[src/rtl/hex_display_arbiter_pkg.sv]
// Shared constants, state encoding and sizing helper for the HEX display arbiter.
package hex_display_arbiter_pkg;

  localparam logic [6:0] HEX_BLANK  = 7'h7F;
  localparam int         NUM_REQ    = 3;
  localparam int         NUM_DIGITS = 6;

  // Requester indices, lowest index wins arbitration.
  localparam int REQ_AUTH = 0;
  localparam int REQ_GAME = 1;
  localparam int REQ_IDLE = 2;

  typedef enum logic [1:0] {
    ST_IDLE = 2'd0,
    ST_OWN  = 2'd1,
    ST_GAP  = 2'd2
  } state_e;

  // Counter width for a count range of n states, never narrower than 1 bit.
  function automatic int cnt_width(input int n);
    return ($clog2(n) < 1) ? 1 : $clog2(n);
  endfunction

endpackage

[src/rtl/hex_display_arbiter_if.sv]
// Requester-side bundle: level requests, blink enables, digit buses, grant and HEX outputs.
interface hex_display_arbiter_if;

  logic [hex_display_arbiter_pkg::NUM_REQ-1:0]           req;
  logic [hex_display_arbiter_pkg::NUM_REQ-1:0]           blink_en;
  logic [41:0]                                           digits0;
  logic [41:0]                                           digits1;
  logic [41:0]                                           digits2;
  logic [hex_display_arbiter_pkg::NUM_REQ-1:0]           grant;
  // hex[0] drives Hex1, hex[5] drives Hex6.
  logic [hex_display_arbiter_pkg::NUM_DIGITS-1:0][6:0]   hex;

  // Requesters and the board side.
  modport master (
    output req, blink_en, digits0, digits1, digits2,
    input  grant, hex
  );

  // The arbiter.
  modport slave (
    input  req, blink_en, digits0, digits1, digits2,
    output grant, hex
  );

endinterface

[src/rtl/hex_display_arbiter_pick3.sv]
// Combinational fixed-priority picker: bit 0 wins, one-hot result plus valid flag.
module fixed_priority_pick3 (
  input  logic [2:0] req_i,
  output logic [2:0] onehot_o,
  output logic       valid_o
);

  // Isolate the lowest-index active request.
  always_comb begin
    // NOTE: default assignment first so no latch is inferred on any path.
    onehot_o = 3'b000;
    if (req_i[0])      onehot_o = 3'b001;
    else if (req_i[1]) onehot_o = 3'b010;
    else if (req_i[2]) onehot_o = 3'b100;
  end

  assign valid_o = |req_i;

endmodule

[src/rtl/hex_display_arbiter.sv]
// Shares six seven-segment digits between three requesters with fixed priority,
// a minimum ownership time, a blank gap on every hand-over and optional blinking.
module hex_display_arbiter
  import hex_display_arbiter_pkg::*;
#(
  parameter int unsigned MIN_HOLD     = 50_000_000,
  parameter int unsigned BLANK_CYCLES = 5_000_000,
  parameter int unsigned BLINK_CYCLES = 25_000_000
) (
  input  logic                  clk_i,
  input  logic                  rst_i,
  hex_display_arbiter_if.slave  bus
);

  localparam int HOLD_W  = cnt_width(MIN_HOLD);
  localparam int GAP_W   = cnt_width(BLANK_CYCLES);
  localparam int BLINK_W = cnt_width(BLINK_CYCLES);

  localparam logic [HOLD_W-1:0]  HOLD_MAX  = HOLD_W'(MIN_HOLD - 1);
  localparam logic [GAP_W-1:0]   GAP_MAX   = GAP_W'(BLANK_CYCLES - 1);
  localparam logic [BLINK_W-1:0] BLINK_MAX = BLINK_W'(BLINK_CYCLES - 1);

  localparam logic [NUM_DIGITS-1:0][6:0] ALL_BLANK = {NUM_DIGITS{HEX_BLANK}};

  state_e                       state_q;
  logic [NUM_REQ-1:0]           grant_q;
  logic [NUM_DIGITS-1:0][6:0]   hex_q;
  logic [HOLD_W-1:0]            hold_q;
  logic [GAP_W-1:0]             gap_q;
  logic [BLINK_W-1:0]           blink_q;
  logic                         phase_q;

  logic [NUM_REQ-1:0]           pick_onehot;
  logic                         pick_valid;
  logic [NUM_DIGITS-1:0][6:0]   owner_digits;
  logic [NUM_DIGITS-1:0][6:0]   owner_hex;
  logic                         owner_req;
  logic                         higher_req;
  logic                         hold_done;
  logic                         owner_release;

  // Same picker serves the IDLE arbitration and the final GAP cycle.
  fixed_priority_pick3 u_pick (
    .req_i    (bus.req),
    .onehot_o (pick_onehot),
    .valid_o  (pick_valid)
  );

  // Route the current owner's digit bus; non-owners are ignored.
  always_comb begin
    owner_digits = bus.digits2;
    if (grant_q[REQ_AUTH])      owner_digits = bus.digits0;
    else if (grant_q[REQ_GAME]) owner_digits = bus.digits1;
  end

  // Requests below the owner's index are the only ones allowed to preempt.
  assign owner_req     = |(bus.req & grant_q);
  assign higher_req    = |(bus.req & (grant_q - 3'd1));
  assign hold_done     = (hold_q == HOLD_MAX);
  assign owner_release = !owner_req || (hold_done && higher_req);
  assign owner_hex     = (|(bus.blink_en & grant_q) && phase_q) ? ALL_BLANK : owner_digits;

  // Ownership FSM with registered grant and segment outputs.
  always_ff @(posedge clk_i) begin
    // NOTE: non-blocking assignments so every register updates from pre-edge values.
    if (rst_i) begin
      state_q <= ST_IDLE;
      grant_q <= '0;
      hex_q   <= ALL_BLANK;
      hold_q  <= '0;
      gap_q   <= '0;
      blink_q <= '0;
      phase_q <= 1'b0;
    end else begin
      unique case (state_q)
        ST_IDLE: begin
          if (pick_valid) begin
            state_q <= ST_OWN;
            grant_q <= pick_onehot;
            hold_q  <= '0;
            blink_q <= '0;
            phase_q <= 1'b0;
          end
        end
        ST_OWN: begin
          if (owner_release) begin
            state_q <= ST_GAP;
            grant_q <= '0;
            hex_q   <= ALL_BLANK;
            gap_q   <= '0;
          end else begin
            if (!hold_done) hold_q <= hold_q + 1'b1;
            hex_q <= owner_hex;
            if (blink_q == BLINK_MAX) begin
              blink_q <= '0;
              phase_q <= ~phase_q;
            end else begin
              blink_q <= blink_q + 1'b1;
            end
          end
        end
        ST_GAP: begin
          if (gap_q == GAP_MAX) begin
            if (pick_valid) begin
              state_q <= ST_OWN;
              grant_q <= pick_onehot;
              hold_q  <= '0;
              blink_q <= '0;
              phase_q <= 1'b0;
            end else begin
              state_q <= ST_IDLE;
            end
          end else begin
            gap_q <= gap_q + 1'b1;
          end
        end
        default: state_q <= ST_IDLE;
      endcase
    end
  end

  assign bus.grant = grant_q;
  assign bus.hex   = hex_q;

endmodule
[src/flat_wrapper.sv]
// flat-port wrapper written by rule: the top's interface ports become plain ports
module hex_display_arbiter_flat import hex_display_arbiter_pkg::*;
#(
  parameter int unsigned MIN_HOLD     = 50_000_000,
  parameter int unsigned BLANK_CYCLES = 5_000_000,
  parameter int unsigned BLINK_CYCLES = 25_000_000
)
  (clk_i, rst_i, bus_req, bus_blink_en, bus_digits0, bus_digits1, bus_digits2, bus_grant, bus_hex);
  hex_display_arbiter_if bus_i ();
  input  logic clk_i;
  input  logic rst_i;
  input wire logic [$bits(bus_i.req)-1:0] bus_req;
  input wire logic [$bits(bus_i.blink_en)-1:0] bus_blink_en;
  input wire logic [$bits(bus_i.digits0)-1:0] bus_digits0;
  input wire logic [$bits(bus_i.digits1)-1:0] bus_digits1;
  input wire logic [$bits(bus_i.digits2)-1:0] bus_digits2;
  output wire logic [$bits(bus_i.grant)-1:0] bus_grant;
  output wire logic [$bits(bus_i.hex)-1:0] bus_hex;
  assign bus_i.req = bus_req;
  assign bus_i.blink_en = bus_blink_en;
  assign bus_i.digits0 = bus_digits0;
  assign bus_i.digits1 = bus_digits1;
  assign bus_i.digits2 = bus_digits2;
  assign bus_grant = bus_i.grant;
  assign bus_hex = bus_i.hex;
  hex_display_arbiter #(.MIN_HOLD(MIN_HOLD), .BLANK_CYCLES(BLANK_CYCLES), .BLINK_CYCLES(BLINK_CYCLES)) u_core (.clk_i(clk_i), .rst_i(rst_i), .bus(bus_i));
endmodule
[config.mk]
export PLATFORM = sky130hd
export DESIGN_NAME = hex_display_arbiter_flat
export DESIGN_NICKNAME = d
export VERILOG_FILES = /design/src/rtl/hex_display_arbiter_pkg.sv /design/src/rtl/hex_display_arbiter_if.sv /design/src/rtl/hex_display_arbiter_pick3.sv /design/src/rtl/hex_display_arbiter.sv /design/src/flat_wrapper.sv
export SDC_FILE = /design/constraint.sdc
export NUM_CORES = 1
export LEC_CHECK = 0
export ABC_CLOCK_PERIOD_IN_PS = 4500
export CORE_MARGIN = 5
export CORE_UTILIZATION = 25
export DETAILED_ROUTE_END_ITERATION = 10
export HOLD_SLACK_MARGIN = 0.06
export PLACE_DENSITY_LB_ADDON = 0.05
export SYNTH_ARGS = -nofsm -noshare
export SYNTH_HDL_FRONTEND = slang
export SYNTH_HIERARCHICAL = 1
export SYNTH_SLANG_ARGS = --single-unit
[constraint.sdc]
create_clock -name clk_i -period 4.5 [get_ports clk_i]
set_input_delay 0.9 -clock clk_i [delete_from_list [all_inputs] [get_ports clk_i]]
set_output_delay 0.9 -clock clk_i [all_outputs]
set_load 0.02 [all_outputs]
# ---- Word-level counts from Yosys, hierarchy flattened
# Cells that the tools add are included.
dict set report totals {
  memories 0
  mem_bits_rw 0
  word_cells 83
  output_inout_bits 45
  latchBits 0
  rom_bits 0
  register_bits 122
}
dict set report classes {
  muxes 34
  div 0
  n_shift 0
  eq_ne 12
  n_bitwise 4
  add_sub_neg 4
  mul 0
  n_reduce_logical 17
  order_cmp 0
}
# cell n
set op_table {}
lappend op_table {{42-bit two-way mux} 4}
lappend op_table {{26-bit two-way mux} 4}
lappend op_table {{25-bit two-way mux} 4}
lappend op_table {{26-bit one-hot mux with 3 select lines} 1}
lappend op_table {{25-bit one-hot mux with 3 select lines} 1}
lappend op_table {{23-bit two-way mux} 2}
lappend op_table {{23-bit one-hot mux with 2 select lines} 1}
lappend op_table {{26-bit by 1-bit adder with 26-bit output (second input constant)} 1}
lappend op_table {{26-bit equality test (second input constant)} 1}
lappend op_table {{25-bit by 1-bit adder with 25-bit output (second input constant)} 1}
lappend op_table {{25-bit equality test (second input constant)} 1}
lappend op_table {{23-bit by 1-bit adder with 23-bit output (second input constant)} 1}
lappend op_table {{23-bit equality test (second input constant)} 1}
lappend op_table {{3-bit two-way mux} 6}
lappend op_table {{3-bit AND reduction} 4}
lappend op_table {{3-bit OR reduction} 4}
lappend op_table {{3-bit AND} 3}
lappend op_table {{3-bit one-hot mux with 3 select lines} 1}
lappend op_table {{2-bit by 1-bit != test with 1-bit output (second input constant)} 4}
lappend op_table {{4-bit AND reduction} 2}
lappend op_table {{2-bit two-way mux} 3}
lappend op_table {{2-bit != test (second input constant)} 3}
lappend op_table {{2-bit one-hot mux with 3 select lines} 1}
lappend op_table {{1-bit two-way mux} 5}
lappend op_table {{other kinds (11)} 12}

# ---- Longest topological paths before layout
dict set report logic_depth {
  depth_word 7
  ltp_mapped 13
  ltp_nobuf 8
}

# ---- Modules after synthesis
# The synthesis kept the hierarchy.
# mod n_inst cells_per_inst area_each_um2
set modules_own_cells {}
lappend modules_own_cells {hex_display_arbiter 1 815 6726.5}
lappend modules_own_cells {fixed_priority_pick3 1 4 27.5}

# ---- Least setup slack after synthesis
# No wires, ideal clock.
dict set report synth_path {
  kind {register to register}
  startpoint {register u_core.grant_q[1], in the netlist u_core/bus.grant[1]}
  endpoint {register u_core.blink_q[23]}
  stages_incl_launch_ff 13
  arrival_ns 3.198
  required_ns 4.434
  n_path_buf 4
  synth_period_minus_slack_ns 3.264
  path_slack_ns 1.236
  cell_sequence {dfxtp_1 -> clkbuf_1 -> clkbuf_1 -> inv_1 -> ha_1 -> inv_1 -> a222oi_1 -> or3_1 -> buf_2 -> a21oi_4 -> buf_6 -> or4_1 -> a21oi_2}
}
dict set report synth_between {
  elab_chain_cells 7
  word_cells_on_any_way 10
  cone_classes {add/sub: 1; eq/ne: 1; bitwise: 2; reduce/logical: 6}
}
# element line
set synth_lines {}
lappend synth_lines {{from (decl)} hex_display_arbiter.sv:26} ;# logic [NUM_REQ-1:0] grant_q;
lappend synth_lines {{from (signal assigned)} hex_display_arbiter.sv:79} ;# grant_q <= pick_onehot;
lappend synth_lines {{from (signal assigned)} hex_display_arbiter.sv:106} ;# grant_q <= pick_onehot;
lappend synth_lines {{3-bit by 1-bit subtractor with 3-bit output} hex_display_arbiter.sv:58} ;# assign higher_req = |(bus.req & (grant_q - 3'd1));
lappend synth_lines {{3-bit AND} hex_display_arbiter.sv:58}
lappend synth_lines {{3-bit OR reduction} hex_display_arbiter.sv:58}
lappend synth_lines {{1-bit logical AND} hex_display_arbiter.sv:60} ;# assign owner_release = !owner_req || (hold_done && higher_req);
lappend synth_lines {{1-bit logical OR (*)} hex_display_arbiter.sv:60}
lappend synth_lines {{2-bit != test (no line) (*)} -}
lappend synth_lines {{3-bit AND reduction (no line) (*)} -}
lappend synth_lines {{to (signal assigned)} hex_display_arbiter.sv:98} ;# blink_q <= blink_q + 1'b1;
lappend synth_lines {{to (decl)} hex_display_arbiter.sv:30} ;# logic [BLINK_W-1:0] blink_q;
# Every way passes the cells marked *; elsewhere a longest branch is shown, timed or not.
# A chain may end at the register's enable or synchronous reset.

# ---- Worst setup path after layout
dict set report layout_path {
  startpoint {register u_core.grant_q[1], in the netlist u_core/bus.grant[1]}
  endpoint {output bus_grant[1]}
}
# element line
set layout_lines {}
lappend layout_lines {{to (decl)} flat_wrapper.sv:17} ;# output wire logic [$bits(bus_i.grant)-1:0] bus_grant;
# No word-level cell between the ends.

==> flow_summary.json <==
{
  "status": "complete, no violations",
  "overflow": 0,
  "r2r-start": "u_core/gap_q[0]",
  "critPathMaxStageDelay_ns": 0.74,
  "fin_skew_ns": 0.0128,
  "antenna_cells": 0,
  "antenna_found_initial": 0,
  "peakVddDrop_mv": 0.234,
  "period_needed_ns": 3.04,
  "fillCellCount": 2829,
  "hold_start": "u_core/blink_q[20]",
  "grt_pass1_wl_mm": 37.6,
  "end_kind": "output pin",
  "grt_start_max_net_pins": 86,
  "cp.arrival_ns": 2.14,
  "power.density_nw_per_um2": 333,
  "fin_setup_tns_ns": 0,
  "die_h_um": 174,
  "path_max_fanout": 46,
  "synth_area_um2": 6750,
  "viasPerCell": 4.96,
  "crit_slowest_cell": "clkdlybuf4s50_1",
  "hold_end": "u_core/blink_q[20]",
  "ant_nets": 0,
  "relSlewSlack_pct": 36.0,
  "startpoint_type": "flop",
  "drt_iter0_drc": 322,
  "post_cts_buffers": 0,
  "post-route-util_pct": 35.0,
  "synth-seq-cells": 122,
  "wl_per_cell_um": 17.7,
  "htree_num_levels": 4,
  "num_rows": 60,
  "ff2ff_path_depth": 8,
  "finalWirelength_mm": 23.5,
  "die_x_um": 174,
  "core_um2": 26800,
  "hold_viol_final": 0,
  "clkLatencyLatePin_ns": 0.42,
  "cts_tree": "built",
  "regToRegEndpoint": "u_core/blink_q[15]",
  "crit_required_ns": 3.60,
  "grt-busiest-layer": "met2",
  "leakagePower_nw": 2.94,
  "use_met2_pct": 25.9,
  "hold_buffers": 0,
  "regToRegSetupSlack_ns": 1.63,
  "path_class": "flop to output pin",
  "crit_chain": "buf_4 > clkdlybuf4s50_1",
  "rsz0062_at_grt": "no",
  "maxCapViolCount": 0,
  "dp.cells": 1293,
  "syn_nets": 957,
  "portBuffers": 178,
  "setup_violations": 0,
  "start_util_pct": 25.2,
  "hold_class": "flop to flop",
  "min_delay_path_depth": 2,
  "seq_area_frac_synth_pct": 36.2,
  "vias": 6572,
  "cts-resized-gates": 0,
  "routabilityCongestion": 0.725,
  "grt_util_met1_pct": 19.5,
  "critPathBufInv": 2,
  "async_flop_share_pct": 0,
  "dieArea_um2": 30400,
  "drc_errors": 0,
  "p_total_mw": 3.12,
  "grt_util_met3_pct": 3.35,
  "synth.distinct_cells": 64,
  "dp_hpwl_mm": 16.7,
  "final_common_cell": "clkdlybuf4s50_1",
  "nets": 1109,
  "grt_usage_pct": 15.2,
  "synthFlopType": "dfxtp_1",
  "synth_cells": 819,
  "clock_path_buffers": 2,
  "cp_top_family": "buffers and inverters",
  "pin_count": 179,
  "area_growth_pct": 38.9,
  "syn_area_per_cell_um2": 8.25,
  "grt_pass1_vias": 6316,
  "fmax_mhz": 329,
  "first_pass_iters": 5,
  "final_cell_mix": "clkdlybuf4s50_1, dfxtp_1, a21oi_1",
  "clk_root_buffer_cell": "clkbuf_16",
  "numCtsBuffers": 17,
  "slew_viol_final": 0,
  "tightest_slew_ns": 0.953,
  "finalCritPeriodShare_pct": 67.5,
  "yosysWarnings": 6,
  "drive_gt1_share_pct": 9.25,
  "final_cells": 1325,
  "cts_sinks": 122,
  "clk_pin_slew_ns": 0.06,
  "synth_edf_count": 0
}
==> report_power, final <==
group	total, mW	switching (mW)	internal (mW)
logic	0.567	0.323	0.244
registers	1.12	0.0237	1.10
clock network	1.43	0.551	0.883
==> cell families (layout without fill, tap and decap cells) <==
family | count (synthesis) | in the layout | synth area share, %
fa+ha+maj | 4 | 4 | 0.741
xor+xnor | 6 | 6 | 0.778
compound gates | 247 | 247 | 24.0
mux | 44 | 44 | 6.52
flops | 122 | 122 | 36.2
buf+inv | 67 | 232 | 4.82
simple gates | 329 | 329 | 27.0
==> worst max-delay path by stage <==
stage | end | slack, ns | cells after the start | from
CTS | bus_grant[1] | 1.44 | 2 | u_core/bus.grant[1]
detailed placement | u_core/blink_q[15] | 1.03 | 7 | bus_req[0]
floorplan | u_core/blink_q[23] | 1.24 | 12 | u_core/bus.grant[1]
finish | bus_grant[1] | 1.46 | 2 | u_core/bus.grant[1]
global placement | u_core/blink_q[15] | 1.10 | 7 | bus_req[0]
global route | u_core/blink_q[16] | 1.33 | 7 | bus_req[0]
==> state kept, by name, summed over array words and instances (netlist names) <==
signal	cells
u_core/hold_q	26
u_core/state_q	2
u_core/gap_q	23
u_core/phase_q	1
u_core/bus.grant	3
u_core/blink_q	25
u_core/bus.hex	42
==> cells in the mapped netlist, types with 3 or more instances <==
cell type	number	area, um^2
dfxtp_1	122	2440
a21oi_1	83	415
nor2_1	79	297
nand2b_1	48	300
mux2i_1	44	440
o22ai_1	42	263
nand2_1	37	139
clkbuf_1	36	135
o21ai_0	36	180
or3_1	26	163
nand3_1	25	125
nand4_1	23	144
a21oi_2	19	166
or4_1	19	143
o31ai_1	16	120
and3_1	13	81.3
nor3_1	12	60.1
a31oi_1	10	62.6
and2_1	10	62.6
buf_2	10	50.1
inv_1	10	37.5
a311oi_2	6	90.1
and4_1	6	52.6
nor4_1	6	37.5
o21a_1	6	45.0
a311oi_1	5	43.8
buf_6	5	56.3
ha_1	4	50.1
nor2b_1	4	25.0
nor3_2	4	40.0
a222oi_1	3	30.0
buf_4	3	22.5
nand4b_1	3	26.3
xnor2_1	3	26.3
xor2_1	3	26.3
==> per-stage QoR <==
stage | hold slack, ns | setup slack [ns] | instance area, um^2
floorplan | 0.436 | 1.24 | 6750
global route | 0.507 | 1.33 | 9380
CTS | 0.482 | 1.44 | 9380
finish | 0.482 | 1.46 | 9380
detailed placement | 0.470 | 1.03 | 8770
global placement | 0.458 | 1.10 | 8770
==> tightest hold or removal path: stages, from the launching register on <==
cell	delay (ns)
dfxtp_1	0.32
o31ai_1	0.08
a21oi_2	0.05
==> area by class of cell <==
cell class,instances,area [um^2],share of cell area [%]
Timing Repair Buffer,189,1860,19.8
Clock inverter,15,190,2.03
Clock buffer,17,425,4.53
Multi-Input combinational cell,630,4000,42.6
Tap cell,341,427,4.55
Sequential cell,122,2440,26.0
Inverter,11,41.3,0.440
==> metal layers <==
| metal | share of wire (%) | up-vias | routed length [um] |
|---|---|---|---|
| met5 | 0 | - | 0 |
| met4 | 1.3 | 0 | 306 |
| met3 | 5.3 | 19 | 1250 |
| met2 | 49 | 141 | 11400 |
| met1 | 45 | 3036 | 10500 |
| li1 | - | 3376 | - |
(Power assumes the default switching activity.)
